`src/rtl/stack_ctrl.sv`:
```
// Two-requester stack controller: round-robin arbitration, saturating stack pointer and
// sequencing of a synchronous-read stack RAM. Define STACK_CTRL_WATERMARK_EN for sp_max.
module stack_ctrl #(
    parameter int unsigned BITS   = 8,
    parameter int unsigned DATA_W = 8
) (
    input  logic                  clk,
    input  logic                  rst_n,
    input  logic [1:0]            req_valid,
    input  logic [1:0]            req_op,
    input  logic [2*DATA_W-1:0]   req_wdata,
    output logic [1:0]            req_ready,
    output logic [1:0]            rsp_valid,
    output logic                  rsp_err,
    output logic [DATA_W-1:0]     rsp_rdata,
    output logic                  mem_we,
    output logic                  mem_re,
    output logic [BITS-1:0]       mem_addr,
    output logic [DATA_W-1:0]     mem_wdata,
    input  logic [DATA_W-1:0]     mem_rdata,
    output logic [BITS-1:0]       sp,
    output logic                  full,
    output logic                  empty,
    output logic [BITS-1:0]       sp_max
);

    localparam logic [BITS-1:0] SpMax = {BITS{1'b1}};
    localparam logic [BITS-1:0] SpOne = BITS'(1);

    typedef enum logic [1:0] {StIdle, StExec, StWait, StResp} state_e;

    state_e              state_q, state_d;
    logic                win;
    logic                win_q;
    logic                op_q;
    logic                err_q;
    logic                prio_q;
    logic [DATA_W-1:0]   sel_wdata;
    logic [DATA_W-1:0]   wdata_q;
    logic [DATA_W-1:0]   rdata_q;
    logic [BITS-1:0]     sp_q;

    assign full      = (sp_q == SpMax);
    assign empty     = (sp_q == '0);
    assign sp        = sp_q;
    assign rsp_rdata = rdata_q;

    // Sole valid requester wins; a tie goes to the requester holding priority.
    always_comb begin
        win = 1'b0;
        if (req_valid == 2'b10) begin
            win = 1'b1;
        end else if (req_valid == 2'b11) begin
            win = prio_q;
        end
    end

    assign sel_wdata = win ? req_wdata[2*DATA_W-1:DATA_W] : req_wdata[DATA_W-1:0];

    always_ff @(posedge clk or negedge rst_n) begin
        if (!rst_n) begin
            state_q <= StIdle;
        end else begin
            state_q <= state_d;
        end
    end

    always_comb begin
        state_d = state_q;
        unique case (state_q)
            StIdle: if (|req_valid) state_d = StExec;
            StExec: state_d = (!op_q && !empty) ? StWait : StResp;
            StWait: state_d = StResp;
            StResp: state_d = StIdle;
            default: state_d = StIdle;
        endcase
    end

    always_ff @(posedge clk or negedge rst_n) begin
        if (!rst_n) begin
            win_q   <= 1'b0;
            op_q    <= 1'b0;
            wdata_q <= '0;
            err_q   <= 1'b0;
            sp_q    <= '0;
            prio_q  <= 1'b0;
            rdata_q <= '0;
        end else begin
            unique case (state_q)
                StIdle: begin
                    if (|req_valid) begin
                        win_q   <= win;
                        op_q    <= req_op[win];
                        wdata_q <= sel_wdata;
                    end
                end
                StExec: begin
                    if (op_q) begin
                        err_q <= full;
                        if (!full) sp_q <= sp_q + SpOne;
                    end else begin
                        err_q <= empty;
                        if (!empty) sp_q <= sp_q - SpOne;
                    end
                end
                StWait: rdata_q <= mem_rdata;
                StResp: prio_q <= ~win_q;
                default: ;
            endcase
        end
    end

    always_comb begin
        req_ready = '0;
        rsp_valid = '0;
        rsp_err   = 1'b0;
        mem_we    = 1'b0;
        mem_re    = 1'b0;
        mem_addr  = '0;
        mem_wdata = '0;
        unique case (state_q)
            StIdle: if (|req_valid) req_ready[win] = 1'b1;
            StExec: begin
                if (op_q && !full) begin
                    mem_we    = 1'b1;
                    mem_addr  = sp_q;
                    mem_wdata = wdata_q;
                end else if (!op_q && !empty) begin
                    mem_re   = 1'b1;
                    mem_addr = sp_q - SpOne;
                end
            end
            StResp: begin
                rsp_valid[win_q] = 1'b1;
                rsp_err          = err_q;
            end
            default: ;
        endcase
    end

`ifdef STACK_CTRL_WATERMARK_EN
    logic [BITS-1:0] sp_max_q;

    // Follows sp one cycle late; sp never moves on an overflow error.
    always_ff @(posedge clk or negedge rst_n) begin
        if (!rst_n) begin
            sp_max_q <= '0;
        end else if (sp_q > sp_max_q) begin
            sp_max_q <= sp_q;
        end
    end

    assign sp_max = sp_max_q;
`else
    assign sp_max = '0;
`endif

endmodule

```
`config.mk`:
```
export PLATFORM = sky130hd
export DESIGN_NAME = stack_ctrl
export DESIGN_NICKNAME = d
export VERILOG_FILES = /design/src/rtl/stack_ctrl.sv
export SDC_FILE = /design/constraint.sdc
export NUM_CORES = 1
export LEC_CHECK = 0
export CAP_MARGIN = 20
export CELL_PAD_IN_SITES_DETAIL_PLACEMENT = 0
export CELL_PAD_IN_SITES_GLOBAL_PLACEMENT = 1
export CORE_UTILIZATION = 40
export CTS_CLUSTER_SIZE = 10
export DETAILED_ROUTE_END_ITERATION = 8
export DONT_BUFFER_PORTS = 1
export PLACE_DENSITY_LB_ADDON = 0.1
export SYNTH_ARGS = -nofsm -noshare
export SYNTH_HDL_FRONTEND = slang
export SYNTH_SLANG_ARGS = --single-unit
```
`constraint.sdc`:
```
create_clock -name clk -period 3.9 [get_ports clk]
set_input_delay 0.585 -clock clk [delete_from_list [all_inputs] [get_ports clk]]
set_output_delay 0.585 -clock clk [all_outputs]
set_load 0.02 [all_outputs]
```
==> impl_metrics.tcl, run 1 <==
set metrics [dict create \
    status "finished, violations left" \
    violations "design-rule violations" \
    slew-limit-headroom_pct 46.5 \
    rr_startpoint "sp[0]" \
    die_h_um 70.7 \
    numCtsBuffers 5 \
    path_cells "inv_1 -> ha_1 -> or4b_4 -> o211a_1 -> or2b_1 -> a31oi_1" \
    peakVddDrop_uv 339 \
    synthCells 183 \
    start_kind "register" \
    finalCritPeriodShare_pct 83.9 \
    met3_usage_pct 4.99 \
    yosysWarnings 0 \
    ys.flop_type "dfrtp_1" \
    setup_viol 0 \
    grt_pass1_vias 1367 \
    dp.cells 227 \
    synthArstFlopShare_pct 100 \
    final_cells 236 \
    max_freq_mhz 306 \
    busiest_layer "met2" \
    path_clk_slew_ns 0.07 \
    ys_ff_latch 30 \
    place_area_um2 1890 \
    synth_top_cell_area_share_pct 39.7 \
    hpwl_um 3250 \
    leakagePower_nw 0.916 \
    portBuffers 0 \
    antenna_cells 0 \
    final_nets 221 \
    setup_tns_ns 0 \
    insertion_delay_ns 0.28 \
    fin_hold_ws_ns 0.115 \
    synth_edf_count 0 \
    gp_congestion 0.927 \
    cap_violations 0 \
    syn_area_um2 1890 \
    die_w_um 70.7 \
    viasPerCell 5.92 \
    ys_types 50 \
    syn_to_final_growth_pct 6.75 \
    slowest_delay_ns 0.59 \
    crit_slowest_cell "dfrtp_1" \
    path_delay_family "compound AO/OA/AOI/OAI gates" \
    finalInstanceArea_um2 2020 \
    crit_arrival_ns 2.69 \
    yosysTopAreaCell "dfrtp_1" \
    root_buffer "clkbuf_8" \
    grt_use_met2_pct 31.3 \
    dp_slack_ns 0.947 \
    cp_max_fo 11 \
    r2r_end "state_q[0]" \
    core_area_um2 4440 \
    crit_required_ns 3.31 \
    clock-sinks 30 \
    tritoncts "done" \
    ys_seq_area_share_pct 39.7 \
    fin_util_pct 45.4 \
    skew_ns 0.00721 \
    grt_util_all_layers_pct 18.5 \
    grt_max_degree 31 \
    wl_um 4360 \
    firstDrtPassIters 6 \
    crit_buf_inv 1 \
    final_antenna_net_count 0 \
    hold_class "input port to async pin" \
    wl_per_cell_um 18.5 \
    start_util_pct 42.5 \
    cts_resized 0 \
    h-tree-depth 2 \
    power.total_mw 1.92 \
    worst_pin_slew_ns 0.799 \
    drc 10 \
    yosysMostFrequentCell "dfrtp_1" \
    vias 1396 \
    rsz0062_at_grt "false" \
    synth_commonest_cells "dfrtp_1, and2_1, inv_1, mux2_2" \
    grt_pass1_wl_um 7090 \
    die_area_um2 5000 \
    r2r_slack_ns 1.55 \
    p_per_area_nw_per_um2 954 \
    worst_slack_ns 0.630 \
    placementRows 24 \
    drt_iter0_markers 136 \
    synthTopCellsByArea "dfrtp_1, and2_1, mux2_2" \
    syn-mean-instance-area_um2 10.3 \
    finalCriticalPeriod_ns 3.27 \
    clockBufferDepth 2 \
    crit_type "register to output port" \
    worstSetupEndpointType "output port" \
    reg2reg_depth 6 \
    final_hold_viol_count 0 \
    pin_count 79 \
    antenna_found_initial 0 \
    grt-ovfl-total 0 \
    fillCellCount 401 \
    drv_slew 0 \
    drive_gt1_share_pct 14.7 \
    use_met1_pct 22.9 \
]
## worst max path at each step
stage,from,slack [ns],cells after the start,endpoint
6_report,sp[0],0.63,6,mem_addr[2]
5_1_grt,sp[0],0.44,6,mem_addr[2]
4_1_cts,sp[0],0.63,6,mem_addr[2]
3_5_place_dp,sp[0],0.95,6,mem_addr[2]
3_3_place_gp,sp[0],1.02,6,mem_addr[2]
2_1_floorplan,sp[0],1.09,6,mem_addr[6]
## report_power, final
| part | switching, mW | internal (mW) |
|---|---|---|
| registers | 0.311 | 0.469 |
| clock network | 0.115 | 0.178 |
| logic | 0.500 | 0.351 |
| total | 0.926 | 0.998 |
## cells by family (layout without fill, tap and decap cells)
logic type                 after synthesis  count (layout)  synth area share (%)
other                                    1               8                 0.198
muxes                                   15              15                  8.54
adders and majority gates                8               8                  5.30
xor gates and xnor gates                 9               9                  4.17
buffers and inverters                   27              21                  8.28
and+or+nand+nor                         55              55                  18.0
AOI/OAI and AO/OA                       38              38                  15.8
DFF                                     30              30                  39.7
## timing repair
item | CTS | global route
hold buffers | 1 | 0
endpoints found under the hold margin | 30 | 0
setup buffers | 0 | 0
## flip-flops by register name, indices dropped and copies added, names as in the netlist
| register | cells |
|---|---|
| rsp_rdata | 8 |
| sp | 8 |
| wdata_q | 8 |
| state_q | 2 |
| err_q | 1 |
| op_q | 1 |
| prio_q | 1 |
| win_q | 1 |
## layer usage
| metal | vias to the layer above | routed length, um |
|---|---|---|
| met5 | - | 0 |
| met4 | 0 | 46 |
| met3 | 6 | 307 |
| met2 | 75 | 2170 |
| met1 | 669 | 1830 |
| li1 | 646 | - |
## area by class of cell
type                    instances  area [um2]  area share, %
well taps                      52        65.1           3.23
inverters                       9        33.8           1.67
clock buffers                   8         110           5.46
multi-input cells             133        1010           50.3
flip-flops and latches         30         751           37.2
repair buffers                  4        42.5           2.11
## cell usage in the layout (no fill, tap or decap), types with 5 or more instances in the layout
cell,count
ha_1,8
inv_1,9
dfrtp_1,30
o21ai_0,5
mux2i_1,6
nand2_1,5
clkbuf_8,8
and2_1,18
mux2_2,9
conb_1,8
xor2_1,8
nor2_1,7
a221o_1,7
Power figures use the tool's default switching activity.
==> run 2: changes to the inputs <==
==> constraint.sdc (replaced) <==
create_clock -name clk -period 3.1 [get_ports clk]
set_input_delay 0.465 -clock clk [delete_from_list [all_inputs] [get_ports clk]]
set_output_delay 0.465 -clock clk [all_outputs]
set_load 0.02 [all_outputs]
==> run 2 against run 1 <==
The run still ends with design-rule violations left. First-iteration DRC count decreased by 40%. Flip-flop and latch count unchanged. Count of clock-buffer cells in the layout is the same. Setup slack got worse by 0.43 ns. Sequential share of layout area fell by 1.6 points. Clock power grew 27%. Utilization rose by 2.1 points. Critical path type unchanged. Largest cell class unchanged.
==> impl_metrics.tcl, run 2 (synthesis results as in run 1) <==
set metrics [dict create \
    finalCritPeriodShare_pct 93.5 \
    die_w_um 70.7 \
    whs_endpoint "wdata_q[2]" \
    hpwl_um 3280 \
    start_kind "register" \
    leakagePower_nw 0.969 \
    path_clk_slew_ns 0.06 \
    final_common_cell "dfrtp_1" \
    vias 1444 \
    drt_iter0_markers 81 \
    grt_pass1_wl_um 7260 \
    skew_ns 0.00791 \
    max_freq_mhz 345 \
    antenna_found_initial 0 \
    worst_pin_slew_ns 0.798 \
    hold_class "input port to register" \
    start_util_pct 42.5 \
    reg2reg_depth 6 \
    h-tree-depth 2 \
    p_per_area_nw_per_um2 1200 \
    pin_count 79 \
    crit_type "register to output port" \
    clock-sinks 30 \
    fin_util_pct 47.5 \
    dp.cells 238 \
    firstDrtPassIters 8 \
    portBuffers 0 \
    setup_viol 0 \
    root_buffer "clkbuf_8" \
    rr_startpoint "sp[1]" \
    crit_arrival_ns 2.43 \
    wl_um 4340 \
    worst_slack_ns 0.201 \
    hp-start "req_wdata[10]" \
    holdPathStages 1 \
    cap_violations 0 \
    cp_max_fo 11 \
    tritoncts "done" \
    layout_common_cells "dfrtp_1, and2_1, buf_4, inv_1, mux2_2" \
    r2r_end "state_q[0]" \
    grt_pass1_vias 1523 \
    slew-limit-headroom_pct 46.6 \
    setup_tns_ns 0 \
    die_h_um 70.7 \
    viasPerCell 5.82 \
    power.total_mw 2.53 \
    worstSetupEndpointType "output port" \
    crit_required_ns 2.63 \
    finalCriticalPeriod_ns 2.90 \
    violations "design-rule violations" \
    r2r_slack_ns 0.89 \
    final_hold_viol_count 0 \
    drive_gt1_share_pct 19.9 \
    final_antenna_net_count 0 \
    clkPwrFrac_pct 14.8 \
    drv_slew 0 \
    seq_power_share_pct 33.1 \
    core_area_um2 4440 \
    grt_util_all_layers_pct 18.8 \
    antenna_cells 0 \
    status "finished, violations left" \
    insertion_delay_ns 0.28 \
    wl_per_cell_um 17.5 \
    p_int_mw 1.35 \
    combPwrFrac_pct 52.1 \
    final_nets 233 \
    grt_max_degree 31 \
    clockBufferDepth 2 \
    final_cells 248 \
    grt-ovfl-total 0 \
    gp_congestion 0.793 \
    placementRows 24 \
    p_sw_share_pct 46.5 \
    dp_slack_ns 0.415 \
    rsz0062_at_grt "false" \
    numCtsBuffers 5 \
    syn_to_final_growth_pct 11.7 \
    drc 11 \
    peakVddDrop_uv 375 \
    die_area_um2 5000 \
    p_sw_mw 1.18 \
]
[run 2: cell count changes in the layout (fill, tap and decap cells not counted)]
| cell | before | now |
|---|---|---|
| o211a_1 | 1 | 0 |
| o211a_2 | 0 | 1 |
| dlygate4sd3_1 | 0 | 1 |
| buf_4 | 3 | 14 |
[run 2: worst max-delay path by stage]
stage	cells after the start	endpoint	slack [ns]	start
after floorplan	6	mem_addr[6]	0.41	sp[0]
after global placement	7	mem_addr[5]	0.44	sp[1]
after detailed placement	7	mem_addr[5]	0.41	sp[1]
after CTS	7	mem_addr[5]	0.11	sp[1]
after global routing	7	mem_addr[5]	0.06	sp[1]
final	7	mem_addr[5]	0.20	sp[1]
[run 2: timing repair]
action | CTS | global route
buffers inserted | 0 | 0
endpoints found under the setup margin | 0 | 1
endpoints found under the hold margin | 30 | 0
hold buffers | 2 | 0
gates resized for setup | 0 | 1
[run 2: per-layer routing]
layer | track usage (%) | share of wire [%]
met1 | 22.4 | 42
met2 | 32.8 | 49
met3 | 5.27 | 7.1
met4 | 6.00 | 1.2
met5 | 0 | 0
[run 2: worst max-delay path, stage by stage (launching register included)]
cell	delay, ns
dfrtp_1	0.46
inv_1	0.17
ha_1	0.17
or4b_4	0.50
o211a_2	0.38
a41oi_1	0.25
a31oi_1	0.06
buf_4	0.17
[run 2: power by group through the flow]
stage	combinational, mW	clock [mW]	sequential [mW]
finish	1.32	0.373	0.838
global route	1.45	0.402	0.867
CTS	1.33	0.384	0.843
detailed placement	1.32	0	0.845
global placement	1.28	0	0.841
floorplan	0.990	0	0.847
[run 2: through the flow]
step / hold WS (ns) / cell area, um2
after CTS: 0.321 / 2110
final: 0.330 / 2110
after global placement: 0.170 / 1970
after detailed placement: 0.170 / 1970
after floorplan: 0.169 / 1920
after global routing: 0.314 / 2110
[run 2: cell type report]
class	count	area [um2]
tap	52	65.1
fill	412	2330
multi-input combinational	133	1010
sequential	30	751
timing repair buffer	16	135
clock buffer	8	110
inverter	9	33.8
